`config.mk`:
```
export PLATFORM = sky130hd
export DESIGN_NAME = usb_host_xact
export DESIGN_NICKNAME = d
export VERILOG_FILES = /design/src/rtl/usb_host_xact.sv
export SDC_FILE = /design/constraint.sdc
export NUM_CORES = 1
export LEC_CHECK = 0
export ABC_CLOCK_PERIOD_IN_PS = 3000
export CORE_MARGIN = 2
export CORE_UTILIZATION = 54
export CTS_BUF_LIST = sky130_fd_sc_hd__clkbuf_8
export DETAILED_ROUTE_END_ITERATION = 6
export GPL_TIMING_DRIVEN = 1
export PLACE_DENSITY = 0.83
export SLEW_MARGIN = 5
export SYNTH_ARGS = -nofsm -noshare
export SYNTH_HDL_FRONTEND = slang
export SYNTH_SLANG_ARGS = --single-unit
```
`constraint.sdc`:
```
create_clock -name clk -period 3 [get_ports clk]
set_input_delay 0.9 -clock clk [delete_from_list [all_inputs] [get_ports clk]]
set_output_delay 0.9 -clock clk [all_outputs]
set_load 0.01 [all_outputs]
```
`src/rtl/usb_host_xact.sv`:
```
// rtl/usb_host_xact.sv - USB full-speed host transaction initiator (SETUP/OUT/IN with handshake)
// Ports:
//   cmd_*              command request (type, addr, endp, toggle, len), accepted while cmd_ready
//   out_data/valid/ready  OUT/SETUP payload bytes from the caller
//   in_data/in_valid   received IN payload bytes, one-cycle strobes
//   res_valid/code/len one-cycle transaction result
//   tx_*               packet-layer transmit side (PID + byte stream, CRC16 added downstream)
//   rx_*               packet-layer receive side (PID + byte stream, CRC16 checked upstream)
module usb_host_xact #(
  parameter int TIMEOUT_CYCLES = 80,
  parameter int TURN_CYCLES    = 8,
  parameter int MAX_PKT        = 64
) (
  input  logic       clk,
  input  logic       rst,
  input  logic       cmd_valid,
  output logic       cmd_ready,
  input  logic [1:0] cmd_type,
  input  logic [6:0] cmd_addr,
  input  logic [3:0] cmd_endp,
  input  logic       cmd_toggle,
  input  logic [6:0] cmd_len,
  input  logic [7:0] out_data,
  input  logic       out_valid,
  output logic       out_ready,
  output logic [7:0] in_data,
  output logic       in_valid,
  output logic       res_valid,
  output logic [2:0] res_code,
  output logic [6:0] res_len,
  output logic [3:0] tx_pid,
  output logic [7:0] tx_data,
  output logic       tx_data_valid,
  output logic       tx_pkt_start,
  output logic       tx_pkt_end,
  input  logic       tx_ready,
  input  logic [3:0] rx_pid,
  input  logic       rx_pid_valid,
  input  logic [7:0] rx_data,
  input  logic       rx_data_valid,
  input  logic       rx_pkt_start,
  input  logic       rx_pkt_end,
  input  logic       rx_crc_err
);

  localparam logic [3:0] PID_OUT   = 4'b0001;
  localparam logic [3:0] PID_IN    = 4'b1001;
  localparam logic [3:0] PID_SETUP = 4'b1101;
  localparam logic [3:0] PID_DATA0 = 4'b0011;
  localparam logic [3:0] PID_DATA1 = 4'b1011;
  localparam logic [3:0] PID_ACK   = 4'b0010;
  localparam logic [3:0] PID_NAK   = 4'b1010;
  localparam logic [3:0] PID_STALL = 4'b1110;

  localparam logic [2:0] RC_ACK = 3'd0, RC_NAK = 3'd1, RC_STALL = 3'd2, RC_TIMEOUT = 3'd3;
  localparam logic [2:0] RC_CRC = 3'd4, RC_TOGGLE = 3'd5, RC_BABBLE = 3'd6, RC_PROTO = 3'd7;

  localparam logic [6:0]  MAX_LEN  = 7'(MAX_PKT);
  localparam logic [15:0] TO_LIM   = 16'(TIMEOUT_CYCLES);
  localparam logic [15:0] TURN_LIM = 16'(TURN_CYCLES - 1);

  typedef enum logic [3:0] {
    IDLE, TOK_START, TOK_B0, TOK_B1, TOK_END, DAT_START, DAT_BYTES, DAT_END,
    WAIT_RESP, RX_PKT, TURN, ACK_START, ACK_END, DONE
  } state_t;

  state_t      state_q, state_d;
  logic [6:0]  addr_q, addr_d;
  logic [3:0]  endp_q, endp_d;
  logic        toggle_q, toggle_d;
  logic        is_in_q, is_in_d;
  logic        is_setup_q, is_setup_d;
  logic [6:0]  len_q, len_d;
  logic [6:0]  cnt_q, cnt_d;
  logic [15:0] timer_q, timer_d;
  logic        babble_q, babble_d;
  logic [2:0]  code_q, code_d;
  logic [3:0]  rpid_q, rpid_d;
  logic [7:0]  txd_q, txd_d;
  logic        txv_q, txv_d;
  logic [7:0]  ind_q, ind_d;
  logic        inv_q, inv_d;

  // Remainder is sent MSB first on the wire, while the token byte is sent
  // LSB first, so the inverted remainder is bit-reversed into the field.
  function automatic logic [4:0] crc5_field(input logic [10:0] bits);
    logic [4:0] c;
    c = 5'h1f;
    for (int i = 0; i < 11; i++) begin
      if (c[4] ^ bits[i]) c = {c[3:0], 1'b0} ^ 5'b00101;
      else                c = {c[3:0], 1'b0};
    end
    return {~c[0], ~c[1], ~c[2], ~c[3], ~c[4]};
  endfunction

  logic [3:0] tok_pid, dat_pid, pid_now;
  logic [7:0] tok_b0, tok_b1;
  logic       data_pid;

  assign tok_pid  = is_in_q ? PID_IN : (is_setup_q ? PID_SETUP : PID_OUT);
  assign dat_pid  = (toggle_q && !is_setup_q) ? PID_DATA1 : PID_DATA0;
  assign tok_b0   = {endp_q[0], addr_q};
  assign tok_b1   = {crc5_field({endp_q, addr_q}), endp_q[3:1]};
  // PID may arrive in the same cycle as the first data byte or the end
  assign pid_now  = rx_pid_valid ? rx_pid : rpid_q;
  assign data_pid = is_in_q && (pid_now == PID_DATA0 || pid_now == PID_DATA1);

  assign in_data  = ind_q;
  assign in_valid = inv_q;

  always_comb begin
    state_d = state_q;  addr_d = addr_q;   endp_d = endp_q;     toggle_d = toggle_q;
    is_in_d = is_in_q;  is_setup_d = is_setup_q; len_d = len_q; cnt_d = cnt_q;
    timer_d = timer_q;  babble_d = babble_q; code_d = code_q;   rpid_d = rpid_q;
    txd_d = txd_q;      txv_d = txv_q;     ind_d = ind_q;       inv_d = 1'b0;
    cmd_ready = 1'b0;   out_ready = 1'b0;  res_valid = 1'b0;    res_code = 3'd0;
    res_len = 7'd0;     tx_pid = 4'd0;     tx_data = 8'd0;      tx_data_valid = 1'b0;
    tx_pkt_start = 1'b0; tx_pkt_end = 1'b0;

    case (state_q)
      IDLE: begin
        cmd_ready = 1'b1;
        if (cmd_valid) begin
          addr_d     = cmd_addr;
          endp_d     = cmd_endp;
          toggle_d   = cmd_toggle;
          is_in_d    = cmd_type[1];
          is_setup_d = (cmd_type == 2'd0);
          len_d      = (cmd_len > MAX_LEN) ? MAX_LEN : cmd_len;
          cnt_d      = 7'd0;
          babble_d   = 1'b0;
          code_d     = RC_ACK;
          rpid_d     = 4'd0;
          txv_d      = 1'b0;
          state_d    = TOK_START;
        end
      end
      TOK_START: begin
        tx_pkt_start = 1'b1;
        tx_pid       = tok_pid;
        state_d      = TOK_B0;
      end
      TOK_B0: begin
        tx_pid = tok_pid; tx_data = tok_b0; tx_data_valid = 1'b1;
        if (tx_ready) state_d = TOK_B1;
      end
      TOK_B1: begin
        tx_pid = tok_pid; tx_data = tok_b1; tx_data_valid = 1'b1;
        if (tx_ready) state_d = TOK_END;
      end
      TOK_END: begin
        tx_pid = tok_pid;
        if (tx_ready) begin
          tx_pkt_end = 1'b1;
          timer_d    = 16'd1;
          state_d    = is_in_q ? WAIT_RESP : DAT_START;
        end
      end
      DAT_START: begin
        tx_pkt_start = 1'b1;
        tx_pid       = dat_pid;
        state_d      = DAT_BYTES;
      end
      DAT_BYTES: begin
        tx_pid = dat_pid; tx_data = txd_q; tx_data_valid = txv_q;
        if (txv_q && tx_ready) txv_d = 1'b0;
        // Reload the holding byte in the same cycle the previous one drains
        if (cnt_q != len_q && out_valid && (!txv_q || tx_ready)) begin
          out_ready = 1'b1;
          txd_d     = out_data;
          txv_d     = 1'b1;
          cnt_d     = cnt_q + 7'd1;
        end else if (cnt_q == len_q && !txv_q) begin
          state_d = DAT_END;
        end
      end
      DAT_END: begin
        tx_pid = dat_pid;
        if (tx_ready) begin
          tx_pkt_end = 1'b1;
          timer_d    = 16'd1;
          state_d    = WAIT_RESP;
        end
      end
      WAIT_RESP: begin
        if (rx_pid_valid) rpid_d = rx_pid;
        if (rx_pkt_start) begin
          state_d = RX_PKT;
        end else if (timer_q == TO_LIM) begin
          code_d  = RC_TIMEOUT;
          state_d = DONE;
        end else begin
          timer_d = timer_q + 16'd1;
        end
      end
      RX_PKT: begin
        if (rx_pid_valid) rpid_d = rx_pid;
        if (rx_data_valid && data_pid) begin
          if (cnt_q != len_q) begin
            ind_d = rx_data;
            inv_d = 1'b1;
            cnt_d = cnt_q + 7'd1;
          end else begin
            babble_d = 1'b1;
          end
        end
        if (rx_pkt_end) begin
          state_d = DONE;
          if (data_pid) begin
            if (rx_crc_err) begin
              code_d = RC_CRC;
            end else begin
              state_d = TURN;
              timer_d = 16'd0;
              if (babble_d)                    code_d = RC_BABBLE;
              else if (pid_now[3] != toggle_q) code_d = RC_TOGGLE;
              else                             code_d = RC_ACK;
            end
          end else if (rx_crc_err)                  code_d = RC_PROTO;
          else if (pid_now == PID_ACK && !is_in_q)  code_d = RC_ACK;
          else if (pid_now == PID_NAK)              code_d = RC_NAK;
          else if (pid_now == PID_STALL)            code_d = RC_STALL;
          else                                      code_d = RC_PROTO;
        end
      end
      TURN: begin
        if (timer_q == TURN_LIM) state_d = ACK_START;
        else                     timer_d = timer_q + 16'd1;
      end
      ACK_START: begin
        tx_pkt_start = 1'b1;
        tx_pid       = PID_ACK;
        state_d      = ACK_END;
      end
      ACK_END: begin
        tx_pid = PID_ACK;
        if (tx_ready) begin
          tx_pkt_end = 1'b1;
          state_d    = DONE;
        end
      end
      DONE: begin
        res_valid = 1'b1;
        res_code  = code_q;
        res_len   = cnt_q;
        state_d   = IDLE;
      end
      default: state_d = IDLE;
    endcase
  end

  always_ff @(posedge clk or posedge rst) begin
    if (rst) begin
      state_q <= IDLE;  addr_q <= 7'd0;  endp_q <= 4'd0;   toggle_q <= 1'b0;
      is_in_q <= 1'b0;  is_setup_q <= 1'b0; len_q <= 7'd0; cnt_q <= 7'd0;
      timer_q <= 16'd0; babble_q <= 1'b0; code_q <= 3'd0;  rpid_q <= 4'd0;
      txd_q <= 8'd0;    txv_q <= 1'b0;   ind_q <= 8'd0;    inv_q <= 1'b0;
    end else begin
      state_q <= state_d; addr_q <= addr_d; endp_q <= endp_d; toggle_q <= toggle_d;
      is_in_q <= is_in_d; is_setup_q <= is_setup_d; len_q <= len_d; cnt_q <= cnt_d;
      timer_q <= timer_d; babble_q <= babble_d; code_q <= code_d; rpid_q <= rpid_d;
      txd_q <= txd_d;     txv_q <= txv_d;   ind_q <= ind_d;   inv_q <= inv_d;
    end
  end

endmodule

```
==> report_table.html <==
<table>
<tr><th>Metric</th><th>Value</th></tr>
<tr><th colspan="2">Critical path</th></tr>
<tr><td>Worst-case reg-to-reg path depth</td><td>8</td></tr>
<tr><td>Required @ worst endpoint</td><td>2.10 ns</td></tr>
<tr><td>Setup crit end kind</td><td>output pin</td></tr>
<tr><td>Launching element type of the critical path</td><td>flip-flop</td></tr>
<tr><td>Reg-to-reg critical path startpoint</td><td>state_q[3]$_DFFE_PP0P_</td></tr>
<tr><td>Worst Path Arrival</td><td>roughly 2.1 ns</td></tr>
<tr><td>Capture instance of the worst register-to-register path</td><td>cnt_q[6]$_DFFE_PP0P_</td></tr>
<tr><td>R2r setup slk</td><td>approximately 0.48 ns</td></tr>
<tr><td>Highest net fanout along the worst path</td><td>4</td></tr>
<tr><td>Kind of critical path</td><td>flip-flop to output pin</td></tr>
<tr><th colspan="2">Synthesis</th></tr>
<tr><td>Number of cells produced by synthesis</td><td>just under 500</td></tr>
<tr><td>Number of flops mapped to enable cells by yosys</td><td>0</td></tr>
<tr><td>Synth warn</td><td>0</td></tr>
<tr><td>Unique masters post-synth</td><td>62</td></tr>
<tr><td>Mean area per synthesized cell</td><td>between 9 and 10 um^2</td></tr>
<tr><td>Count of state elements after synthesis</td><td>between 70 and 80</td></tr>
<tr><td>Most used flip-flop cell after synthesis</td><td>sky130_fd_sc_hd__dfrtp_1</td></tr>
<tr><td>Net count after synthesis</td><td>about 540</td></tr>
<tr><td>Proportion of synthesized flip-flops having asynchronous set or reset</td><td>1.00</td></tr>
<tr><td>Sequential share of the synthesized area</td><td>0.424</td></tr>
<tr><td>Post-synthesis cell area</td><td>~0.0044 mm^2</td></tr>
<tr><th colspan="2">Power and ir drop</th></tr>
<tr><td>Switching power as a share of total power</td><td>0.426</td></tr>
<tr><td>Logic pwr share</td><td>0.538</td></tr>
<tr><td>Clk network pwr share</td><td>0.149</td></tr>
<tr><td>Lkg Pwr</td><td>around 2.7 nW</td></tr>
<tr><td>Worst voltage drop across the vdd grid</td><td>0.000617 V</td></tr>
<tr><td>Flop pwr share</td><td>0.313</td></tr>
<tr><td>Power Density</td><td>~870 mW/mm^2</td></tr>
<tr><td>Net load switching power</td><td>~2.2 mW</td></tr>
<tr><td>Internal power of the cells</td><td>~2.9 mW</td></tr>
<tr><th colspan="2">Flow run</th></tr>
<tr><td>Max Cap Violations</td><td>0</td></tr>
<tr><th colspan="2">Worst hold path</th></tr>
<tr><td>Startpoint of the worst hold path</td><td>code_q[1]$_DFFE_PP0P_</td></tr>
<tr><td>Worst Hold Path EP</td><td>code_q[1]$_DFFE_PP0P_</td></tr>
<tr><td>Path category of the worst min-delay check</td><td>flip-flop to flip-flop</td></tr>
<tr><td>Instance count along the most critical hold path</td><td>2</td></tr>
<tr><th colspan="2">STA</th></tr>
<tr><td>Final worst slack</td><td>0.00756 ns</td></tr>
<tr><td>RSZ-0062 raised after global routing</td><td>true</td></tr>
<tr><td>Minimum clock period</td><td>2.99 ns</td></tr>
<tr><td>Achievable clock frequency</td><td>between 0.3 and 0.4 GHz</td></tr>
<tr><td>Total count of max-transition violations in the final report</td><td>0</td></tr>
<tr><td>Least-Margin Pin Slew</td><td>0.550 ns</td></tr>
<tr><td>Hold violation total from the final report</td><td>0</td></tr>
<tr><td>Crit share post-route</td><td>0.997</td></tr>
<tr><td>Total negative slack</td><td>0 ns</td></tr>
<tr><td>Max-slew headroom</td><td>0.630</td></tr>
<tr><td>Total setup violations reported at the end of the flow</td><td>0</td></tr>
<tr><td>Setup Skew</td><td>roughly 0.015 ns</td></tr>
<tr><th colspan="2">Placed design</th></tr>
<tr><td>Weighted congestion at the end of routability-driven global placement</td><td>roughly 0.95</td></tr>
<tr><td>Number of placed instances with taps included</td><td>between 600 and 700</td></tr>
<tr><td>Number of buffers added on ports</td><td>just under 90</td></tr>
<tr><td>Worst setup slack before clock tree synthesis</td><td>-0.308 ns</td></tr>
<tr><td>Dpl hpwl</td><td>about 8300 um</td></tr>
<tr><td>Area after detailed placement</td><td>0.00552 mm^2</td></tr>
<tr><th colspan="2">CTS</th></tr>
<tr><td>Register clock-pin slew on the reported worst setup and hold paths</td><td>approximately 0.08 ns</td></tr>
<tr><td>Num Clock Sinks</td><td>74</td></tr>
<tr><td>Clock buffer count from CTS</td><td>9</td></tr>
<tr><td>CTS tree</td><td>built</td></tr>
<tr><td>H-Tree Depth</td><td>3</td></tr>
<tr><td>Largest buffer count on any clock path</td><td>2</td></tr>
<tr><td>Clock root buffer</td><td>sky130_fd_sc_hd__clkbuf_8</td></tr>
<tr><td>Clk_lat worst skew</td><td>about 0.35 ns</td></tr>
<tr><th colspan="2">Layout</th></tr>
<tr><td>Nets</td><td>about 650</td></tr>
<tr><td>Area delta synth-&gt;final</td><td>33.6%</td></tr>
<tr><td>Final standard cell utilization of the core</td><td>0.751</td></tr>
<tr><td>Non-filler instance count after layout</td><td>704</td></tr>
<tr><td>Share of final-layout standard cells stronger than drive strength 1</td><td>0.174</td></tr>
<tr><td>Number of inserted diodes</td><td>0</td></tr>
<tr><td>Final instance area</td><td>between 0.005 and 0.006 mm^2</td></tr>
<tr><th colspan="2">Outcome</th></tr>
<tr><td>Outcome</td><td>finished, final reports clean</td></tr>
<tr><th colspan="2">Drt</th></tr>
<tr><td>Via Count</td><td>4111</td></tr>
<tr><td>Number of DRC violations after detailed-routing iteration 0</td><td>248</td></tr>
<tr><td>Number of vias per cell</td><td>5.84</td></tr>
<tr><td>Met2 routed WL</td><td>6030 um</td></tr>
<tr><td>Met3 wire length</td><td>between 700 and 800 um</td></tr>
<tr><td>Highest layer used for signal routing</td><td>met4</td></tr>
<tr><td>Detailed-route wire length per cell</td><td>16.9 um</td></tr>
<tr><td>First-pass detailed-route iteration total</td><td>5</td></tr>
<tr><td>Final wirelength</td><td>11900 um</td></tr>
<tr><td>Metal1 wirelength</td><td>around 5000 um</td></tr>
<tr><td>Number of antenna-violating nets in the routed design</td><td>0</td></tr>
<tr><td>Post-route DRC violation count</td><td>0</td></tr>
<tr><th colspan="2">Global route</th></tr>
<tr><td>Largest net degree at the start of global routing</td><td>75</td></tr>
<tr><td>Number of antenna violations at the first check in global routing</td><td>0</td></tr>
<tr><td>Congestion Overflow GR</td><td>0</td></tr>
<tr><td>First-pass GRT wire length</td><td>19200 um</td></tr>
<tr><td>Number of global-route vias before repair</td><td>4051</td></tr>
<tr><td>Global-route total usage across every layer</td><td>0.274</td></tr>
<tr><th colspan="2">Die</th></tr>
<tr><td>FP Rows</td><td>32</td></tr>
<tr><td>Area enclosed by the die boundary</td><td>roughly 0.0088 mm^2</td></tr>
<tr><td>Chip Width</td><td>between 90 and 100 um</td></tr>
<tr><td>Top-level I/O count</td><td>88</td></tr>
<tr><td>Starting utilization of the core area</td><td>0.563</td></tr>
<tr><td>Area of the placeable core</td><td>approximately 0.0078 mm^2</td></tr>
<tr><td>Die span in y</td><td>approximately 94 um</td></tr>
</table>
[cell usage in the layout, fill, tap and decap left out, types with 6 or more instances in the layout]
cell                              instances
sky130_fd_sc_hd__buf_4                   33
sky130_fd_sc_hd__nand3b_1                 6
sky130_fd_sc_hd__nand3_1                 11
sky130_fd_sc_hd__clkdlybuf4s50_1         64
sky130_fd_sc_hd__a21oi_1                 15
sky130_fd_sc_hd__nand2_1                 86
sky130_fd_sc_hd__dfrtp_1                 70
sky130_fd_sc_hd__nand4_1                  6
sky130_fd_sc_hd__and3_1                   7
sky130_fd_sc_hd__xnor2_1                 25
sky130_fd_sc_hd__clkbuf_8                 9
sky130_fd_sc_hd__inv_1                   15
sky130_fd_sc_hd__nor2b_1                  6
sky130_fd_sc_hd__o31ai_1                  8
sky130_fd_sc_hd__nor2_1                  39
sky130_fd_sc_hd__mux2_2                  17
sky130_fd_sc_hd__and2_1                  11
sky130_fd_sc_hd__dlygate4sd2_1           18
sky130_fd_sc_hd__o21ai_0                 19
sky130_fd_sc_hd__nor3_1                  12
sky130_fd_sc_hd__xnor2_2                  6
sky130_fd_sc_hd__o211ai_1                 6
sky130_fd_sc_hd__xor2_1                   6
[worst max-delay path: stages (launching register included)]
cell and delay [ns]:
sky130_fd_sc_hd__dfrtp_1 0.47, sky130_fd_sc_hd__xnor2_2 0.26, sky130_fd_sc_hd__xnor2_2 0.09, sky130_fd_sc_hd__xnor2_1 0.24, sky130_fd_sc_hd__nand2_1 0.09, sky130_fd_sc_hd__nand2_1 0.07, sky130_fd_sc_hd__clkdlybuf4s50_1 0.53
[flip-flops by register name, indices dropped and copies added (netlist names)]
| signal | flops |
|---|---|
| rpid_q | 4 |
| txd_q | 8 |
| in_data | 8 |
| endp_q | 4 |
| txv_q | 1 |
| timer_q | 16 |
| babble_q | 1 |
| len_q | 7 |
| state_q | 4 |
| cnt_q | 7 |
| is_in_q | 1 |
| is_setup_q | 1 |
| toggle_q | 1 |
| code_q | 3 |
| addr_q | 7 |
| in_valid | 1 |
[layer usage]
metal / global-route usage / up-vias
met5: 0 / -
met4: 0.0857 / 0
met3: 0.0586 / 20
met2: 0.458 / 170
met1: 0.355 / 1982
li1: - / 1939
[per-stage QoR]
stage / hold slack, ns / power (mW)
after floorplan: 0.442 / 3.12
after global placement: 0.457 / 3.94
after detailed placement: 0.464 / 4.03
after CTS: 0.479 / 4.90
after global routing: 0.523 / 5.40
final: 0.471 / 5.09
[power groups by stage]
stage | clock network, mW | logic, mW | registers, mW
4_1_cts | 0.761 | 2.57 | 1.57
6_report | 0.758 | 2.74 | 1.59
3_5_place_dp | 0 | 2.47 | 1.56
5_1_grt | 0.801 | 2.97 | 1.63
3_3_place_gp | 0 | 2.39 | 1.55
2_1_floorplan | 0 | 1.64 | 1.47
[cell families after synthesis]
logic type      share of synthesized area
fa+ha+maj                         0.00859
simple gates                        0.267
xor+xnor                           0.0762
flops                               0.424
compound gates                      0.136
buf+inv                            0.0389
mux                                0.0495
[how the worst max path moves through the flow]
| stage | to | slack [ns] | cells past startpoint | start |
|---|---|---|---|---|
| 6_report | tx_data[6] | 0.008 | 6 | addr_q[6]$_DFFE_PP0P_ |
| 5_1_grt | tx_data[6] | -0.08 | 6 | addr_q[6]$_DFFE_PP0P_ |
| 4_1_cts | tx_data[6] | 0.02 | 6 | addr_q[0]$_DFFE_PP0P_ |
| 3_5_place_dp | out_ready | -0.31 | 4 | tx_ready |
| 3_3_place_gp | out_ready | -0.31 | 4 | tx_ready |
| 2_1_floorplan | addr_q[0]$_DFFE_PP0P_ | 0.22 | 1 | rst |
[layout make-up]
class                      instances  area [um^2]
fill                             565         1930
timing repair buffer             124         1170
clock buffer                       9          124
tap                              102          128
clock inverter                     7         61.3
multi-input combinational        374         2440
inverter                          14         52.6
sequential                        74         1860
[repair_timing]
item / CTS / global route
hold buffers: 0 / 0
setup endpoints to repair: 24 / 11
setup buffers: 1 / 2
cloned: 1 / 0
resized for setup: 39 / 18
pin swaps: 5 / 4
[cells in the mapped netlist, drive strengths merged, types with 6 or more instances]
master  count  area, um^2
dfrtp      74        1850
a21oi      16        80.1
inv        14        52.6
and3        8        50.1
xor2        7        61.3
mux2       18         206
nand2      87         327
nand3      11        55.1
o211ai      6        45.0
xnor2      31         272
nor2b       6        37.5
nor3       14        70.1
buf        14        83.8
nor4       10        93.8
nand4       6        37.5
nor2       43         164
o21ai      24         120
nand3b      6        45.0
clkbuf      9        33.8
o31ai       8        60.1
and2       11        68.8
(Power assumes the default switching activity.)
==> variant (same settings) <==
The parameter `TURN_CYCLES` goes from 8 to 6.
--- a/src/rtl/usb_host_xact.sv
+++ b/src/rtl/usb_host_xact.sv
@@ -8,7 +8,7 @@
 //   rx_*               packet-layer receive side (PID + byte stream, CRC16 checked upstream)
 module usb_host_xact #(
   parameter int TIMEOUT_CYCLES = 80,
-  parameter int TURN_CYCLES    = 8,
+  parameter int TURN_CYCLES    = 6,
   parameter int MAX_PKT        = 64
 ) (
   input  logic       clk,
Formal check against the unedited RTL: same outputs for any inputs over 4 cycles, from zero or initial values and one cycle with rst high; that may be too few to reach the edited logic, so the function may still have changed.
==> variant against the original RTL <==
Via count up 6.4%. Synthesized cell count up 5.6%. Count of clock-buffer cells in the layout unchanged. Final area up 2.2%. Total power up 3.8%. Routed wire length up 2.9%. First-iteration DRC count up 41%. Worst hold slack better by 0.021 ns. Non-clock buffer count up 3. Fmax up 0.36%. Area after synthesis up 4.1%. Combinational power up 7.7%. Sequential cell count unchanged. Worst setup slack better by 0.011 ns. Largest power group unchanged.
==> variant: results (changes against the original RTL) <==
Slew of the pin with the lowest slew margin: 0.659 ns (+0.109 ns)
GRT Total Usage: 0.278 (+0.00447)
Post-Synth Adder-Cell Area: 0.0110 (+0.00242)
Pint: 3010 µW (+3.3%)
Status: finished clean
Lkg Pwr: 0.00272 µW (+0.55%)
Sequential cell area fraction in the yosys report: 0.407 (-0.0166)
Xor/xnor share of the synthesized area: 0.0481 (-0.0280)
WP data arrival: 2.08 ns
Mux cell area share after synthesis: 0.0553 (+0.00577)
Filler instances: 598 (+5.8%)
HPWL after detailed placement: 8660 µm (+4.5%)
CTS Root Cell: clkbuf_8
Largest cells by area after synthesis: dfrtp_1 (41%), nand2_1 (7.8%), mux2_2 (4.2%)
GR Layer Usage met2: 0.460 (+0.00204)
Syn avg cell area: 8.88 µm² (-1.4%)
Iter 0 DRT Violations: 350 (+41%)
Maximum VDD drop: 0.618 mV (+0.26%)
Global-route wire length before repair: 19900 µm (+3.8%)
Placed Cells: 710 (+3.8%)
Final RePlAce weighted congestion: 0.976 (+3.1%)
Routing usage on met1: 0.368 (+0.0130)
Ant. Diodes: 0 (unchanged)
Vias in the first global route: 4200 (+3.7%)
Met3 usage in global routing: 0.0423 (-0.0163)
Via count: 4375 (+6.4%)
Final cell count without fillers: 732 (+4.0%)
Compound-Gate Fraction of Synth Area: 0.181 (+0.0450)
Final Skew: 0.0102 ns (-0.00460 ns)
Netlist cell types: 72 (+16%)
List of most frequent post-synthesis cells: nand2_1 (95), dfrtp_1 (74), o21ai_0 (34), nor2_1 (32), a21oi_1 (21)
Final nets: 677 (+4.0%)
Pin count of the biggest net entering global routing: 55 (-27%)
Final wirelength: 12300 µm (+2.9%)
Max reg flops: 16 (unchanged)
Fraction of registers with async set/reset: 1.00 (unchanged)
Share of cells above drive strength 1: 0.185 (+0.0106)
variant: cell types whose count changed after synthesis, moves of 6 or more:
| cell | change |
|---|---|
| a31oi_1 | +6 |
| nand2_1 | +8 |
| nor2_1 | -10 |
| o21ai_0 | +11 |
| xnor2_1 | -12 |
variant: what timing repair did:
item | 4_1_cts | 5_1_grt
endpoints found under the hold margin | 0 | 0
pin swaps | 8 | 3
endpoints found under the setup margin | 26 | 9
buffers inserted | 3 | 3
cloned | 0 | 0
gates resized for setup | 40 | 17
variant: kinds of logic after synthesis:
family          Yosys count
fa+ha+maj                 4
xor+xnor                 25
compound gates          118
simple gates            227
mux                      22
buf+inv                  42
flops                    74
variant: final cells by class:
type,count,area [µm²],share of cell area
well taps,105,131,0.0220
clock inverters,7,47.5,0.00797
flip-flops and latches,74,1860,0.312
multi-input cells,396,2580,0.432
inverters,14,52.6,0.00881
repair buffers,127,1170,0.196
clock buffers,9,124,0.0208
variant: worst max-delay path, stage by stage (launching register included):
cell and delay (ns):
dfrtp_2 0.47, xnor2_2 0.16, xnor2_1 0.21, xnor2_1 0.18, buf_4 0.15, xor2_1 0.16, o21ai_1 0.10, dlygate4sd2_1 0.30
variant: per-stage QoR:
stage               hold WS (ns)  setup WS [ns]  instance area [µm²]
floorplan                  0.442          0.218                 4550
global placement           0.467         -0.285                 5670
detailed placement         0.479         -0.272                 5670
CTS                        0.497        0.00445                 5910
global route               0.512        -0.0655                 5960
finish                     0.492         0.0183                 5960
variant: worst paths after layout:
check	from	endpoint	slack, ns	cells past startpoint
min	len_q[0]$_DFFE_PP0P_	len_q[0]$_DFFE_PP0P_	0.49	2
max in group asynchronous	rst	state_q[1]$_DFFE_PP0P_	1.47	3
max reg2reg	state_q[3]$_DFFE_PP0P_	timer_q[13]$_DFFE_PP0P_	0.53	8
max	addr_q[6]$_DFFE_PP0P_	tx_data[4]	0.02	7
min in group asynchronous	rst	in_data[0]$_DFFE_PP0P_	0.87	2
min reg2reg	len_q[0]$_DFFE_PP0P_	len_q[0]$_DFFE_PP0P_	0.49	2
variant: layer usage:
| layer | routed length (µm) | share of wire |
|---|---|---|
| met5 | 0 | 0 |
| met4 | 279 | 0.023 |
| met3 | 794 | 0.065 |
| met2 | 6040 | 0.49 |
| met1 | 5140 | 0.42 |
variant: power by group through the flow:
| stage | clock (µW) | sequential (µW) | combinational [µW] |
|---|---|---|---|
| after floorplan | 0 | 1490 | 1810 |
| after global placement | 0 | 1560 | 2490 |
| after detailed placement | 0 | 1590 | 2560 |
| after CTS | 715 | 1590 | 2760 |
| after global routing | 764 | 1650 | 3190 |
| final | 709 | 1620 | 2950 |
